### config.mk
export PLATFORM = sky130hd
export DESIGN_NAME = load_store_unit
export DESIGN_NICKNAME = d
export VERILOG_FILES = /design/src/rtl/load_store_unit.sv
export SDC_FILE = /design/constraint.sdc
export NUM_CORES = 1
export LEC_CHECK = 0
export BUFFER_PORTS_ARGS = -buffer_cell sky130_fd_sc_hd__buf_4
export CORE_UTILIZATION = 30
export DETAILED_ROUTE_END_ITERATION = 10
export PLACE_DENSITY = 0.49
export SKIP_CTS_REPAIR_TIMING = 1
export SKIP_LAST_GASP = 1
export SLEW_MARGIN = 20
export SYNTH_ARGS = -nofsm -noshare
export SYNTH_HDL_FRONTEND = slang
export SYNTH_SLANG_ARGS = --single-unit
### constraint.sdc
create_clock -name clk -period 10.6 [get_ports clk]
set_clock_uncertainty 0.1 [all_clocks]
set_input_delay 1.06 -clock clk [delete_from_list [all_inputs] [get_ports clk]]
set_output_delay 1.06 -clock clk [all_outputs]
set_load 0.005 [all_outputs]
### src/rtl/load_store_unit.sv
// RV32I load/store stage: one access per start on a word-wide req/ready port.
// Ports: start/is_load/is_store/funct3/addr/wdata in; busy/done/rdata/err out; mem_* port.
module load_store_unit #(
  parameter int W       = 32,
  parameter int TIMEOUT = 15
) (
  input  logic         clk,
  input  logic         rst,
  input  logic         start,
  input  logic         is_load,
  input  logic         is_store,
  input  logic [2:0]   funct3,
  input  logic [W-1:0] addr,
  input  logic [W-1:0] wdata,
  output logic         busy,
  output logic         done,
  output logic [W-1:0] rdata,
  output logic [1:0]   err,
  output logic         mem_req,
  output logic         mem_we,
  output logic [W-1:0] mem_addr,
  output logic [3:0]   mem_wstrb,
  output logic [W-1:0] mem_wdata,
  input  logic         mem_ready,
  input  logic [W-1:0] mem_rdata
);

  typedef enum logic [1:0] {
    IDLE,
    ACCESS,
    DONE
  } state_t;

  state_t       state, state_nx;
  logic [2:0]   f3_q;
  logic [1:0]   off_q;
  logic         ld_q;
  logic [7:0]   cnt;
  logic         illegal;
  logic         misal;
  logic         tmo;
  logic [3:0]   st_strb;
  logic [W-1:0] st_data;
  logic [W-1:0] sh;
  logic [W-1:0] ld_ext;

  assign busy    = (state != IDLE);
  assign done    = (state == DONE);
  assign mem_req = (state == ACCESS);
  assign tmo     = (cnt == 8'(TIMEOUT - 1));

  always_comb begin
    illegal = (is_load == is_store)
            | (is_load  & !(funct3 inside {3'b000, 3'b001, 3'b010, 3'b100, 3'b101}))
            | (is_store & !(funct3 inside {3'b000, 3'b001, 3'b010}));
    misal   = ((funct3[1:0] == 2'b01) & addr[0])
            | ((funct3[1:0] == 2'b10) & (addr[1:0] != 2'b00));
  end

  always_comb begin
    st_strb = 4'b1111;
    st_data = wdata;
    unique case (funct3[1:0])
      2'b00: begin
        st_strb = 4'b0001 << addr[1:0];
        st_data = {4{wdata[7:0]}};
      end
      2'b01: begin
        st_strb = 4'b0011 << addr[1:0];
        st_data = {2{wdata[15:0]}};
      end
      default: begin
        st_strb = 4'b1111;
        st_data = wdata;
      end
    endcase
  end

  // Selected lane is shifted down to bit 0 before extension.
  always_comb begin
    sh     = mem_rdata >> {off_q, 3'b000};
    ld_ext = mem_rdata;
    unique case (f3_q)
      3'b000:  ld_ext = {{24{sh[7]}}, sh[7:0]};
      3'b001:  ld_ext = {{16{sh[15]}}, sh[15:0]};
      3'b100:  ld_ext = {24'd0, sh[7:0]};
      3'b101:  ld_ext = {16'd0, sh[15:0]};
      default: ld_ext = mem_rdata;
    endcase
  end

  always_ff @(posedge clk or posedge rst) begin
    if (rst) state <= IDLE;
    else     state <= state_nx;
  end

  always_comb begin
    state_nx = state;
    unique case (state)
      IDLE: begin
        if (start) begin
          if (illegal || misal) state_nx = DONE;
          else                  state_nx = ACCESS;
        end
      end
      ACCESS: begin
        // ready beats the terminal count
        if (mem_ready || tmo) state_nx = DONE;
      end
      DONE:    state_nx = IDLE;
      default: state_nx = IDLE;
    endcase
  end

  always_ff @(posedge clk or posedge rst) begin
    if (rst) begin
      rdata     <= '0;
      err       <= 2'b00;
      mem_we    <= 1'b0;
      mem_addr  <= '0;
      mem_wstrb <= 4'b0000;
      mem_wdata <= '0;
      f3_q      <= 3'b000;
      off_q     <= 2'b00;
      ld_q      <= 1'b0;
      cnt       <= 8'd0;
    end else begin
      unique case (state)
        IDLE: begin
          if (start) begin
            cnt <= 8'd0;
            if (illegal) begin
              err <= 2'b11;
            end else if (misal) begin
              err <= 2'b01;
            end else begin
              err       <= 2'b00;
              ld_q      <= is_load;
              f3_q      <= funct3;
              off_q     <= addr[1:0];
              mem_we    <= is_store;
              mem_addr  <= {addr[W-1:2], 2'b00};
              mem_wstrb <= is_store ? st_strb : 4'b0000;
              mem_wdata <= is_store ? st_data : '0;
            end
          end
        end
        ACCESS: begin
          if (mem_ready) begin
            err <= 2'b00;
            if (ld_q) rdata <= ld_ext;
          end else begin
            cnt <= cnt + 8'd1;
            if (tmo) err <= 2'b10;
          end
        end
        default: ;
      endcase
    end
  end

endmodule

# --- Word-level counts from Yosys, hierarchy flattened ---
# Cells that the tools add are included.
classes:
  n_addsub: 1
  n_eq_ne: 17
  shift: 3
  mux: 18
  bitwise: 9
  n_reduce_logical: 18
ops:
  columns: ["cell", "n"]
  rows:
  - ["32-bit case mux with 4 select lines", 1]
  - ["32-bit case mux with 2 select lines", 1]
  - ["32-bit 2-to-1 mux", 1]
  - ["32-bit by 5-bit >> shifter with 16-bit output", 1]
  - ["8-bit 2-to-1 mux", 2]
  - ["8-bit case mux with 2 select lines", 1]
  - ["2-bit 2-to-1 mux", 7]
  - ["3-bit equality test (second input constant)", 4]
  - ["3-bit AND reduction", 3]
  - ["8-bit by 1-bit adder with 8-bit output (second input constant)", 1]
  - ["8-bit by 4-bit equality test with 1-bit output (second input constant)", 1]
  - ["2-bit case mux with 2 select lines", 2]
  - ["4-bit case mux with 2 select lines", 1]
  - ["3-bit by 1-bit equality test with 1-bit output (second input constant)", 2]
  - ["3-bit logical NOT", 2]
  - ["2-bit nonzero test", 3]
  - ["5-bit nonzero test", 1]
  - ["1-bit AND", 4]
  - ["2-bit by 1-bit equality test with 1-bit output (second input constant)", 2]
  - ["2-bit equality test (second input constant)", 2]
  - ["2-bit logical NOT", 2]
  - ["4-bit 2-to-1 mux", 1]
  - ["2-bit != test (second input constant)", 2]
  - ["4-bit AND reduction", 1]
  - ["other kinds (13)", 18]
totals:
  ff_bits: 117
  in_bits: 105
  out_inout_bits: 106
  word_cells: 77

# --- Logic depth before layout (Yosys ltp) ---
# Gate-level depths: netlist (run 1).
logic_depth:
  word_depth: 10
  depth_mapped: 8
  mapped_depth_nobuf: 6

# --- Least setup slack after synthesis (run 1) ---
# OpenSTA, ideal clock, no wires.
synth_path:
  path_kind: "input -> register"
  startpoint: "input funct3[1]"
  endpoint: "register f3_q[0]"
  t_arrival_ps: 2595
  required_time_ps: 10375
  setup_slack_ps: 7780
  stages: 7
  path_cell_list: "buf_2 > or4b_1 > o311ai_2 > o2111ai_2 > buf_6 > buf_6 > mux2_4"
synth_between:
  elab_chain_cells: 8
  word_cells_on_any_way: 21
  cone_classes: "eq/ne (6); bitwise (9); reduce/logical (6)"
synth_rtl:
  columns: ["item", "line", "source"]
  rows:
  - ["start, declared", "12", "input logic [2:0] funct3,"]
  - ["3-bit by 1-bit equality test with 1-bit output (tied with other cells)", "54, 55", null]
  - ["5-bit nonzero test", "54", "| (is_load & !(funct3 inside {3'b000, 3'b001, 3'b010, 3'b100, 3'b101}))"]
  - ["1-bit logical NOT", "54", null]
  - ["1-bit AND", "54", null]
  - ["1-bit OR", "54", null]
  - ["1-bit OR", "55", "| (is_store & !(funct3 inside {3'b000, 3'b001, 3'b010}));"]
  - ["1-bit NOT (no line)", null, null]
  - ["4-bit AND reduction (no line) (*)", null, null]
  - ["end signal, assigned", "139", "f3_q <= funct3;"]
  - ["end, declared", "35", "logic [2:0] f3_q;"]
# Every way passes the cells marked *; elsewhere a longest branch is shown, timed or not.
# A chain may end at the register's enable or synchronous reset.

# --- Worst setup path in the final report (run 1) ---
layout_path:
  startpoint: "input funct3[1]"
  endpoint: "register mem_addr[10]"
layout_between:
  elab_chain_cells: 8
  word_cells_on_any_way: 21
  cone_classes: "eq/ne (6); bitwise (9); reduce/logical (6)"
layout_rtl:
  columns: ["item", "line", "source"]
  rows:
  - ["3-bit by 1-bit equality test with 1-bit output (tied with other cells)", "54, 55", null]
  - ["5-bit nonzero test", "54", null]
  - ["1-bit logical NOT", "54", null]
  - ["1-bit AND", "54", null]
  - ["1-bit OR", "54", null]
  - ["1-bit OR", "55", null]
  - ["1-bit NOT (no line)", null, null]
  - ["4-bit AND reduction (no line) (*)", null, null]
  - ["end signal, assigned", "142", "mem_addr <= {addr[W-1:2], 2'b00};"]
  - ["end, declared", "21", "output logic [W-1:0] mem_addr,"]
# Marked as above.

==> run summary, run 1 <==
Status: finished clean
Peak Freq: 0.284 GHz
Xor/xnor cell area share of the yosys netlist: 1.17%
Maximum vdd drop: 0.000120 V
Syn Area/Cell: 10.4 um^2
Period utilisation layout: 33.2%
Max Cap Violations: 0
Initial antenna violation count: 0
GRT met2 Usage: 25.5%
Pwr Density: 232 mW/mm^2
Num rows: 51
Clk slew on worst S/H paths: 0.05 ns
Area Overhead vs Synth: 38.3%
RSZ-0062 raised after global routing: no
Core area: 0.0195 mm^2
Final #Nets: 875
Max-slew violations: 0
CP Max Fanout: 48
GR Util All Layers: 16.7%
Ys Warns: 0
DR vias: 4,825
Post-synthesis mux area share: 20.3%
Power Total: 1.92 mW
Synth Register Bits: 117
Post-Syn Area: 0.00599 mm^2
Slew HR: 30.2%
First-pass DRT Iterations: 5
Slew @ Worst Pin: 1.05 ns
Worst slack at placement: 6.59 ns
Total gr overflow: 0
Compound-cell area share of the yosys netlist: 9.75%
Clock tree buffer depth: 2
Largest family of logic cells by synthesized area: multiplexers
Post-Synth Simple-Gate Area: 13.9%
Vias in the first global route: 4,806
Fillcell total: 1,932
Crit. End Element: flip-flop
DRC errors left: 0
Leak Pwr: 4.25 nW
Layout cell share with drive strength beyond 1: 39.1%
Startpoint types: input port
Die H: 143 um
Final Hold Vio Count: 0
Unique masters post-synth: 47
Fin Setup TNS: 0 ns
GRT met3 Usage: 4.93%
GRT Max-Usage Layer: met2
Port bufs: 208
Hold crit path type: reg2reg
Boundary pin count: 211
Crit path kind: in2reg
Adder-Cell Fraction of Synth Area: 0.418%
Vias per inst: 4.62
Starting Density: 30.7%
CTS tree: done
Ys async rst share: 100%
Pin count of the biggest net entering global routing: 73
Antenna-violating nets left: 0
Ant diodes: 0
Register area: 0.00293 mm^2
Data required, critical path: 10.79 ns
H-tree lvl count: 4
Drt initial violations: 209
Post-DP HPWL: 11,800 um
Setup violators final: 0
Sequential element share of the synthesized area: 48.9%
WL final: 16,600 um
Drt wl/cell: 15.8 um
Hold_ws: 0.392 ns
Worst-Skew Late Latency: 0.41 ns
Cts bufs inserted: 17
Die footprint: 0.0205 mm^2
Multi-input gate area: 0.00276 mm^2
M1 GR Usage: 22.6%
Finished Cell Area: 0.00829 mm^2
Root Buffer: clkbuf_16
Number of flops mapped to enable cells by yosys: 0
Arrival @ worst endpoint: 3.71 ns
First-pass GRT wire length: 26,200 um
Mapped Cells: 576
Die width: 143 um
Routability cong.: 0.781
Worst setup margin: 7.08 ns
Num Clock Sinks: 117
Tmin final: 3.52 ns
Top_reg_cell synth: dfrtp_1
Placed Area: 0.00774 mm^2
logic make-up after synthesis:
logic type | Yosys count
AOI/OAI and AO/OA | 100
xor gates and xnor gates | 8
adders and majority gates | 2
buffers and inverters | 74
DFF | 117
muxes | 100
other | 1
and+or+nand+nor | 174
critical path: stages:
cell and delay (ns):
buf_4 0.24, or4b_1 0.56, o311ai_2 0.15, o2111ai_4 0.61
buf_4 0.60, mux2_4 0.41
cells in the final DEF, fill, tap and decap left out, types with 9 or more instances in the layout:
cell	count
nor2_1	21
inv_1	32
nand3_1	33
dfrtp_1	117
a21oi_1	31
mux2_2	15
nand2b_1	9
clkbuf_16	17
nand2_1	74
buf_4	213
o21ai_0	43
nor2b_1	13
mux2i_1	46
mux2_4	39
final timing paths:
check / end / from / slack [ns] / cells after the start
worst max-delay path: mem_addr[10] / funct3[1] / 7.08 / 6
worst min-delay path: rdata[2] / rdata[2] / 0.39 / 2
worst max register to register: mem_addr[10] / state[0] / 7.46 / 4
worst min register to register: rdata[2] / rdata[2] / 0.39 / 2
max in group asynchronous: mem_addr[23] / rst / 8.46 / 3
min in group asynchronous: mem_addr[12] / rst / 0.73 / 2
power breakdown:
part	internal [mW]	leakage, nW	switching (mW)
clock network	0.317	0.244	0.211
logic	0.398	2.52	0.251
registers	0.615	1.48	0.131
sequential cells by signal, indices dropped and copies added, names as in the netlist:
| signal | cells |
|---|---|
| mem_wdata | 32 |
| ld_q | 1 |
| cnt | 8 |
| state | 2 |
| rdata | 32 |
| mem_wstrb | 4 |
| err | 2 |
| mem_we | 1 |
| mem_addr | 30 |
| f3_q | 3 |
| off_q | 2 |
per-stage QoR:
stage	util [%]	instances
global route	42.4	1045
CTS	42.4	1045
detailed placement	39.6	1014
floorplan	-	577
finish	42.4	1045
global placement	39.6	1014
area by class of cell:
type / instances / area share (%)
Sequential cell: 117 / 35.3
Multi-Input combinational cell: 386 / 33.3
Timing Repair Buffer: 213 / 19.3
Clock buffer: 17 / 5.13
Tap cell: 265 / 4.00
Inverter: 33 / 1.52
Clock inverter: 14 / 1.39
layer usage:
metal / routed length (um) / vias to the layer above
li1: - / 2351
met1: 7550 / 2308
met2: 7630 / 154
met3: 1210 / 12
met4: 165 / 0
met5: 0 / -
synth_stat cells, drive strengths merged (2+ instances only):
cell | count | area, um^2
dfrtp | 117 | 2930
nand2 | 74 | 278
mux2 | 54 | 754
mux2i | 46 | 460
o21ai | 43 | 215
inv | 33 | 124
nand3 | 33 | 165
a21oi | 31 | 155
clkbuf | 23 | 86.3
nor2 | 21 | 78.8
buf | 18 | 121
nor2b | 13 | 81.3
nand2b | 9 | 56.3
a21boi | 8 | 60.1
and2 | 6 | 37.5
xnor2 | 5 | 43.8
o21a | 4 | 30.0
nand4b | 3 | 26.3
nor3b | 3 | 27.5
xor2 | 3 | 26.3
a2111oi | 2 | 17.5
a211oi | 2 | 15.0
a22oi | 2 | 15.0
ha | 2 | 25.0
nor3 | 2 | 10.0
nor4 | 2 | 12.5
o22ai | 2 | 12.5
Power figures use the tool's default switching activity.
==> run 2: changes to the inputs <==
--- a/config.mk
+++ b/config.mk
@@ -5,10 +5,11 @@
 export SDC_FILE = /design/constraint.sdc
 export NUM_CORES = 1
 export LEC_CHECK = 0
+export ABC_AREA = 1
 export BUFFER_PORTS_ARGS = -buffer_cell sky130_fd_sc_hd__buf_4
 export CORE_UTILIZATION = 30
 export DETAILED_ROUTE_END_ITERATION = 10
-export PLACE_DENSITY = 0.49
+export PLACE_DENSITY = 0.48
 export SKIP_CTS_REPAIR_TIMING = 1
 export SKIP_LAST_GASP = 1
 export SLEW_MARGIN = 20
==> constraint.sdc (replaced) <==
create_clock -name clk -period 3.55 [get_ports clk]
set_clock_uncertainty 0.1 [all_clocks]
set_input_delay 0.355 -clock clk [delete_from_list [all_inputs] [get_ports clk]]
set_output_delay 0.355 -clock clk [all_outputs]
set_load 0.005 [all_outputs]
==> run 2 against run 1 <==
  * The run now ends with negative hold slack left
  * Combinational power rose to 2.8 times the previous value
  * Global-route usage up 2.8 points
  * Sequential cell count unchanged
  * Cell count up 25%
  * Utilization down 0.37 points
  * Routed wire length up 19%
  * Largest cell class unchanged
==> run summary, run 2 <==
Antenna-violating nets left: 0 (unchanged)
Most frequent cells in the layout: nand2_1 (306), buf_4 (216), dfrtp_1 (117)
Peak Freq: 0.484 GHz
Leak Pwr: 4.68 nW (+10%)
Top_reg_cell synth: dfrtp_1
Final std cells w/o fill: 1,310 (+25%)
CTS tree: done
Cts bufs inserted: 17 (unchanged)
Hold crit path type: in2async
DRC errors left: 0 (unchanged)
Number of flops mapped to enable cells by yosys: 0 (unchanged)
# placed instances: 1,278 (+26%)
Most common cell in the netlist: nand2_1
Port bufs: 208 (unchanged)
Worst-Skew Late Latency: 0.41 ns (about the same)
Total gr overflow: 0 (unchanged)
GR Util All Layers: 19.4% (+2.8 points)
Main area contributors after synthesis: dfrtp_1 (48%), nand2_1 (19%), nand3_1 (8.5%)
Crit. Startpoint: off_q[0]
Max Cap Violations: 0 (unchanged)
Starting Density: 30.5% (-0.20 points)
Maximum vdd drop: 0.000358 V (+200%)
Fraction of post-synthesis cell area in the top cell type by area: 47.6% (-1.2 points)
Drt wl/cell: 15.1 um (-4.7%)
Final Hold Vio Count: 28 (+28)
Num Clock Sinks: 117 (unchanged)
Die H: 145 um (+1.3%)
Unique masters post-synth: 27 (-43%)
Period utilisation layout: 58.3%
Ys async rst share: 100% (unchanged)
Arrival @ worst endpoint: 2.27 ns (-1.44 ns)
Largest registers: mem_wdata (32), rdata (32), mem_addr (30)
Hold_ws: -0.0144 ns (-0.406 ns)
Leading area contributor after synthesis: dfrtp_1
Worst R2R Setup Slack: 1.48 ns (-5.98 ns)
Post-Synth Simple-Gate Area: 34.4% (+20 points)
Initial antenna violation count: 0 (unchanged)
H-tree lvl count: 4 (unchanged)
Area Overhead vs Synth: 38.0%
Clock tree buffer depth: 2 (unchanged)
Fin Setup TNS: 0 ns (unchanged)
Root Buffer: clkbuf_16
Die width: 145 um (+1.3%)
Num rows: 52 (+2.0%)
Compound-cell area share of the yosys netlist: 8.30% (-1.4 points)
Post-Syn Area: 0.00615 mm^2 (+2.6%)
RSZ-0062 raised after global routing: no
Slew @ Worst Pin: 0.807 ns (-0.240 ns)
Core area: 0.0202 mm^2 (+3.3%)
Worst setup path endpoint: rdata[26]
Xor/xnor cell area share of the yosys netlist: 0.142% (-1.0 points)
Vias in the first global route: 5,988 (+25%)
Commonest non-fill, non-tap cell in the layout: nand2_1
Largest family of logic cells by synthesized area: simple AND/OR/NAND/NOR gates
Final #Nets: 1,134 (+30%)
Placed Area: 0.00788 mm^2 (+1.8%)
Die footprint: 0.0211 mm^2 (+2.6%)
R2R depth: 9 (+5)
Drt initial violations: 381 (+82%)
Most frequent cells after synthesis: nand2_1 (307), dfrtp_1 (117), nand3_1 (105)
Crit path kind: reg2reg
Synth Register Bits: 117 (unchanged)
Setup violators final: 0 (unchanged)
Worst flop-to-flop path endpoint: rdata[26]
Max-slew violations: 0 (unchanged)
DR vias: 6,008 (+25%)
WL final: 19,800 um (+19%)
Slew HR: 46.0% (+16 points)
Mapped Cells: 839 (+46%)
First-pass DRT Iterations: 5 (unchanged)
Crit. End Element: flip-flop
Post-synthesis mux area share: 0% (-20 points)
Ys Warns: 0 (unchanged)
Status: complete, but fails checks
Syn Area/Cell: 7.33 um^2 (-30%)
CP Max Fanout: 24 (-50%)
Startpoint types: flip-flop
Pwr Density: 664 mW/mm^2 (+190%)
First-pass GRT wire length: 32,400 um (+24%)
Routability cong.: 0.827 (+6.0%)
Finished Cell Area: 0.00849 mm^2 (+2.4%)
Data required, critical path: 3.75 ns (-7.04 ns)
Vias per inst: 4.59 (-0.67%)
Clk slew on worst S/H paths: 0.05 ns (about the same)
Boundary pin count: 211 (unchanged)
Failing checks: negative hold slack
Adder-Cell Fraction of Synth Area: 0.407% (-0.011 points)
Tmin final: 2.07 ns
Ant diodes: 0 (unchanged)
Sequential element share of the synthesized area: 47.6% (-1.2 points)
Post-DP HPWL: 14,200 um (+20%)
Pin count of the biggest net entering global routing: 87 (+19%)
R2r startpoint: off_q[0]
Layout cell share with drive strength beyond 1: 26.5% (-13 points)
## run 2: cell families (layout without fill, tap and decap cells)
kind of cell / count (synthesis) / after routing
buffers and inverters: 122 / 322
AO/OA/AOI/OAI: 97 / 97
other: 1 / 2
adder cells (fa/ha/maj): 2 / 2
flip-flops: 117 / 117
XOR/XNOR: 1 / 1
AND/OR/NAND/NOR: 499 / 499
## run 2: metal layers
layer	wire [um]	GRT usage, %	part of all wire, %	vias up
met5	0	0	0	-
met4	287	6.00	1.5	0
met3	1240	4.87	6.3	19
met2	9090	29.9	46	197
met1	9170	26.8	46	2731
li1	-	-	-	3061
## run 2: critical path, cell delays in order, from the launching register on
cell and delay [ns]:
dfrtp_1 0.35, clkinv_1 0.26, nand2_1 0.16, nand2_1 0.06
nand2_1 0.06, nand2_1 0.05, nand2_1 0.55, nand3_1 0.22
nand2_1 0.11, inv_1 0.04
## run 2: worst min path at each step
stage                  from             to  slack [ns]  depth (start not counted)
2_1_floorplan          ld_q           ld_q        0.34                          2
3_3_place_gp   mem_addr[31]   mem_addr[31]        0.36                          2
3_5_place_dp   mem_addr[13]   mem_addr[13]        0.36                          2
4_1_cts                 rst  mem_wdata[31]      -0.003                          3
5_1_grt                 rst      rdata[12]        0.02                          3
6_report                rst      rdata[12]       -0.01                          3
## run 2: per-stage QoR
stage | setup slack [ns] | util (%) | total power, mW
after floorplan | 1.67 | - | 2.92
after global placement | 1.32 | 39.1 | 3.91
after detailed placement | 1.36 | 39.1 | 3.91
after CTS | 1.48 | 42.1 | 5.72
after global routing | 1.22 | 42.1 | 6.04
final | 1.48 | 42.1 | 5.63
## run 2: power by group
group          switching, mW  total (mW)  internal, mW
Sequential             0.271        2.02          1.75
Combinational          0.937        1.84         0.904
Clock                  0.660        1.77          1.11
Total                   1.87        5.63          3.77
## run 2: cell type report
cell class,instances,area (um^2)
Clock buffer,17,425
Clock inverter,15,183
Fill cell,2128,11700
Inverter,72,274
Multi-Input combinational cell,601,2680
Sequential cell,117,2930
Tap cell,270,338
Timing Repair Buffer,218,1660
